### config.mk
export PLATFORM = sky130hd
export DESIGN_NAME = mem_arbiter
export DESIGN_NICKNAME = d
export VERILOG_FILES = /design/src/rtl/mem_arbiter.sv
export SDC_FILE = /design/constraint.sdc
export NUM_CORES = 1
export LEC_CHECK = 0
export ABC_AREA = 1
export BUFFER_PORTS_ARGS = -buffer_cell sky130_fd_sc_hd__buf_2
export CAP_MARGIN = 20
export CORE_UTILIZATION = 35
export DETAILED_ROUTE_END_ITERATION = 10
export PLACE_DENSITY = 0.7
export SYNTH_ARGS = -nofsm -noshare
export SYNTH_HDL_FRONTEND = slang
export SYNTH_SLANG_ARGS = --single-unit
### constraint.sdc
create_clock -name clk -period 1.6 [get_ports clk]
set_input_delay 0.16 -clock clk [delete_from_list [all_inputs] [get_ports clk]]
set_output_delay 0.16 -clock clk [all_outputs]
set_load 0.05 [all_outputs]
### src/rtl/mem_arbiter.sv
`default_nettype none
// ============================================================================
// Module      : mem_arbiter
// Description : Arbiter sharing one single-ported unified memory between the
//               Fetch stage (instruction reads) and the Memory stage
//               (loads/stores). One bus transaction at a time; data requests
//               normally win, but a pending fetch is forced through after
//               MAX_WAIT consecutive data grants. A taken jump (flush) kills
//               the outstanding fetch without aborting the bus transaction.
// Ports       :
//   clk, reset          - clock, synchronous active-high reset
//   flush               - taken jump, kills the outstanding fetch
//   if_req/if_addr      - fetch request (level, held until if_ready)
//   if_rdata/if_ready   - instruction and one-cycle completion pulse
//   dm_req/dm_we/dm_be/dm_addr/dm_wdata - data request (held until dm_ready)
//   dm_rdata/dm_ready   - load data and one-cycle completion pulse
//   mem_req/mem_we/mem_be/mem_addr/mem_wdata - registered memory request
//   mem_rdata/mem_ack   - memory read data and completion
//   stall_F, stall_M    - stalls to the hazard unit
// Revision    : 1.0 - initial release
// ============================================================================
module mem_arbiter #(
    parameter int ADDR_W   = 32,
    parameter int DATA_W   = 32,
    parameter int MAX_WAIT = 4
) (
    input  logic                clk,
    input  logic                reset,
    input  logic                flush,
    input  logic                if_req,
    input  logic [ADDR_W-1:0]   if_addr,
    output logic [DATA_W-1:0]   if_rdata,
    output logic                if_ready,
    input  logic                dm_req,
    input  logic                dm_we,
    input  logic [DATA_W/8-1:0] dm_be,
    input  logic [ADDR_W-1:0]   dm_addr,
    input  logic [DATA_W-1:0]   dm_wdata,
    output logic [DATA_W-1:0]   dm_rdata,
    output logic                dm_ready,
    output logic                mem_req,
    output logic                mem_we,
    output logic [DATA_W/8-1:0] mem_be,
    output logic [ADDR_W-1:0]   mem_addr,
    output logic [DATA_W-1:0]   mem_wdata,
    input  logic [DATA_W-1:0]   mem_rdata,
    input  logic                mem_ack,
    output logic                stall_F,
    output logic                stall_M
);

    localparam int         c_BE_W     = DATA_W / 8;
    localparam logic [3:0] c_MAX_WAIT = 4'(MAX_WAIT);

    typedef enum logic [1:0] {
        IDLE      = 2'd0,
        BUSY_IF   = 2'd1,
        BUSY_DM   = 2'd2,
        BUSY_DROP = 2'd3
    } state_t;

    state_t              r_state;
    state_t              w_state_nxt;
    logic [3:0]          r_starve_cnt;
    logic [3:0]          w_starve_nxt;
    logic                w_req_nxt;
    logic                w_we_nxt;
    logic [c_BE_W-1:0]   w_be_nxt;
    logic [ADDR_W-1:0]   w_addr_nxt;
    logic [DATA_W-1:0]   w_wdata_nxt;
    logic                w_if_ready;
    logic                w_dm_ready;
    logic                w_fetch_wins;

    // Fetch wins when it is alone, or when it has been starved long enough.
    assign w_fetch_wins = if_req && (!dm_req || (r_starve_cnt == c_MAX_WAIT));

    always_comb begin
        w_state_nxt  = r_state;
        w_starve_nxt = r_starve_cnt;
        w_req_nxt    = mem_req;
        w_we_nxt     = mem_we;
        w_be_nxt     = mem_be;
        w_addr_nxt   = mem_addr;
        w_wdata_nxt  = mem_wdata;
        w_if_ready   = 1'b0;
        w_dm_ready   = 1'b0;

        case (r_state)
            IDLE: begin
                if (!if_req) begin
                    w_starve_nxt = 4'd0;
                end
                if (w_fetch_wins) begin
                    w_state_nxt  = BUSY_IF;
                    w_starve_nxt = 4'd0;
                    w_req_nxt    = 1'b1;
                    w_we_nxt     = 1'b0;
                    w_be_nxt     = {c_BE_W{1'b1}};
                    w_addr_nxt   = if_addr;
                    w_wdata_nxt  = '0;
                end else if (dm_req) begin
                    w_state_nxt  = BUSY_DM;
                    w_req_nxt    = 1'b1;
                    w_we_nxt     = dm_we;
                    w_be_nxt     = dm_be;
                    w_addr_nxt   = dm_addr;
                    w_wdata_nxt  = dm_wdata;
                    // Count data grants that overtook a waiting fetch.
                    if (if_req && (r_starve_cnt != 4'hF)) begin
                        w_starve_nxt = r_starve_cnt + 4'd1;
                    end
                end
            end
            BUSY_IF: begin
                if (mem_ack) begin
                    // A same-cycle flush swallows the completing fetch.
                    w_if_ready  = !flush;
                    w_req_nxt   = 1'b0;
                    w_state_nxt = IDLE;
                end else if (flush) begin
                    // The bus access cannot be aborted; let it drain silently.
                    w_state_nxt = BUSY_DROP;
                end
            end
            BUSY_DM: begin
                if (mem_ack) begin
                    w_dm_ready  = 1'b1;
                    w_req_nxt   = 1'b0;
                    w_state_nxt = IDLE;
                end
            end
            BUSY_DROP: begin
                if (mem_ack) begin
                    w_req_nxt   = 1'b0;
                    w_state_nxt = IDLE;
                end
            end
            default: begin
                w_state_nxt = IDLE;
            end
        endcase
    end

    always_ff @(posedge clk) begin
        if (reset) begin
            r_state      <= IDLE;
            r_starve_cnt <= 4'd0;
            mem_req      <= 1'b0;
            mem_we       <= 1'b0;
            mem_be       <= '0;
            mem_addr     <= '0;
            mem_wdata    <= '0;
        end else begin
            r_state      <= w_state_nxt;
            r_starve_cnt <= w_starve_nxt;
            mem_req      <= w_req_nxt;
            mem_we       <= w_we_nxt;
            mem_be       <= w_be_nxt;
            mem_addr     <= w_addr_nxt;
            mem_wdata    <= w_wdata_nxt;
        end
    end

    assign if_ready = w_if_ready && !reset;
    assign dm_ready = w_dm_ready && !reset;
    assign if_rdata = mem_rdata;
    assign dm_rdata = mem_rdata;
    assign stall_F  = !reset && if_req && !w_if_ready;
    assign stall_M  = !reset && dm_req && !w_dm_ready;

endmodule
`default_nettype wire
==> impl_metrics.toml <==
[placement]
place_congestion = 0.758
portBuffers = 180
hpwlAfterDp_um = 7100

[setup_path]
crit_path_end = "if_ready"
cp-start-kind = "flop"
max_stage_delay_ns = 0.38
r2r_start = "r_starve_cnt[0]"
startpoint = "r_state[0]"
cp.arrival_ns = 1.33
r2r_cells = 10
rr_endpoint = "mem_addr[19]"
path_cells = "inv_1 -> nor2_2 -> nand3_1 -> nor2_1 -> buf_6"
reg2reg_slack_ns = 0.20
cp_slowest_cell = "dfxtp_2"
critPathMaxFanout = 3
crit_type = "flop to output pin"
crit_path_end_kind = "output pin"
critical_path_required_ns = 1.44

[synth]
synth_largest_area_cell = "dfxtp_1"
synth_area_leaders = "dfxtp_1 38%, buf_4 12%, nor2_1 10%"
yosysUniqueCellTypes = 22
synth_warnings = 0
yosysSeqAreaShare = 0.379
synth_nets = 733
netlist_area_um2 = 4010
synth.avg_cell_area_um2 = 6.77
yosysTopAreaCellShare = 0.379
netlist_instances = 592
synth_seq_cells = 76

[die]
core_area_um2 = 11000
die_x_um = 109
io_pins = 277
initial_core_util = 0.365
dieArea_um2 = 11900
fp.dieH_um = 109
std_cell_rows = 38

[sta]
tightest_slew_ns = 0.393
finalCritPeriodShare = 0.930
fmax_mhz = 672
tns_ns = 0
drv_slew = 0
hold_viol_final = 0
rsz0062_at_grt = "false"
setup_viol = 0
slew_headroom = 0.738
layout_min_cycle_time_ns = 1.49
finalClockSkew_ns = 0.00514

[clocking]
htreeDepth = 3
cts_tree = "built"
clkLatencyLatePin_ns = 0.34
numCtsBuffers = 9
postCtsHoldBufs = 0
cts_sinks = 76
clock_path_buffers = 2
clock-root-buffer = "clkbuf_16"
clkSlewWorstSetupHoldPaths_ns = 0.06

[pwr]
leakagePower_nw = 2.68
power_density_nw_per_um2 = 1750
peakVddDrop_v = 0.000910
total_power_mw = 8.62

[min_path]
min_from = "dm_wdata[10]"
worst_hold_path_type = "primary input to flop"

[drt]
route.detailed.drc = 0
wl_per_cell_um = 12.3
ant_nets = 0
firstDrtPassIters = 5
routed_wl_um = 10300
vias = 3902
drtIter0Drc = 305
vias_per_cell = 4.63

[grt]
grt_max_degree = 65
antenna_found_initial = 0
gr-total-overflow = 0
grt_pass1_wl_um = 16000
grt_pass1_vias = 3449
track_usage = 0.173

[layout]
syn_to_final_growth_pct = 22.8
diodes = 0
fin_nets = 840
utilization = 0.449
drive_gt1_frac = 0.317

[run_status]
outcome = "completed"

[run]
maxCapViolCount = 0
-- area by class of cell --
cell class	count	area, µm²
fill	1135	6060
sequential	76	1520
clock inverter	6	88.8
inverter	48	180
multi-input combinational	366	1640
timing repair buffer	198	1100
tap	140	175
clock buffer	9	225
-- cells in the mapped netlist --
master	n
a21boi_1	1
a21oi_1	41
a31oi_1	1
buf_1	3
buf_2	20
buf_4	66
buf_6	4
clkbuf_1	9
dfxtp_1	76
ha_1	2
inv_1	47
inv_2	1
nand2_1	89
nand2_2	2
nand3_1	74
nand4_1	5
nor2_1	109
nor2_4	1
nor4_1	1
o21ai_0	26
o21ai_1	13
o21ai_2	1
-- cells by family after synthesis --
logic type               Yosys count  share of synthesized area
AND/OR/NAND/NOR                  281                      0.293
AO/OA/AOI/OAI                     83                      0.105
buffers and inverters            150                      0.216
flip-flops                        76                      0.379
adder cells (fa/ha/maj)            2                    0.00624
-- metrics by stage --
| step | hold slack (ns) | instances | worst slack (ns) | area, µm² |
|---|---|---|---|---|
| floorplan | 0.305 | 592 | 0.0298 | 4020 |
| global placement | 0.320 | 827 | 0.206 | 4580 |
| detailed placement | 0.320 | 827 | 0.157 | 4580 |
| CTS | 0.0322 | 842 | 0.0203 | 4900 |
| global route | 0.0404 | 843 | 0.00512 | 4930 |
| finish | 0.0497 | 843 | 0.112 | 4930 |
-- critical path, delay by kind of cell (launching register included) --
| family | cells | cell delay, ns |
|---|---|---|
| flip-flops | 1 | 0.38 |
| AND/OR/NAND/NOR | 3 | 0.35 |
| buffers and inverters | 2 | 0.27 |
-- power breakdown --
group          switching, mW  internal, mW
clock                  0.805          1.36
sequential             0.241          2.37
combinational           2.85         0.990
-- layout by cell type, fill, tap and decap left out, drive strengths merged, types with 2 or more instances in the layout --
cell type	count
bufinv	2
nand4	5
nand3	74
a21oi	41
ha	2
inv	49
nand2	91
clkinvlp	2
dfxtp	76
nor2	110
clkbuf	11
o21ai	40
buf	196
-- repair_timing --
| action | in CTS | in global routing |
|---|---|---|
| resized for setup | 2 | 7 |
| setup buffers | 0 | 1 |
| endpoints found under the setup margin | 2 | 7 |
| pin swaps | 0 | 1 |
| endpoints found under the hold margin | 0 | 0 |
-- worst min path at each step --
| stage | end | cells past startpoint |
|---|---|---|
| after floorplan | mem_wdata[0] | 2 |
| after global placement | dm_rdata[25] | 0 |
| after detailed placement | dm_rdata[25] | 0 |
| after CTS | mem_wdata[10] | 3 |
| after global routing | mem_wdata[12] | 3 |
| final | mem_wdata[10] | 3 |
-- per-layer routing --
metal	global-route usage	vias up	part of all wire
met1	0.199	1674	0.42
li1	-	2024	-
met4	0.0560	0	0.012
met2	0.274	190	0.44
met3	0.0932	14	0.12
met5	0	-	0
-- flip-flops by register name, indices dropped and copies added (netlist names) --
name	flops
mem_addr	32
mem_wdata	32
mem_be	4
r_starve_cnt	4
r_state	2
mem_req	1
mem_we	1
Power figures use the tool's default switching activity.
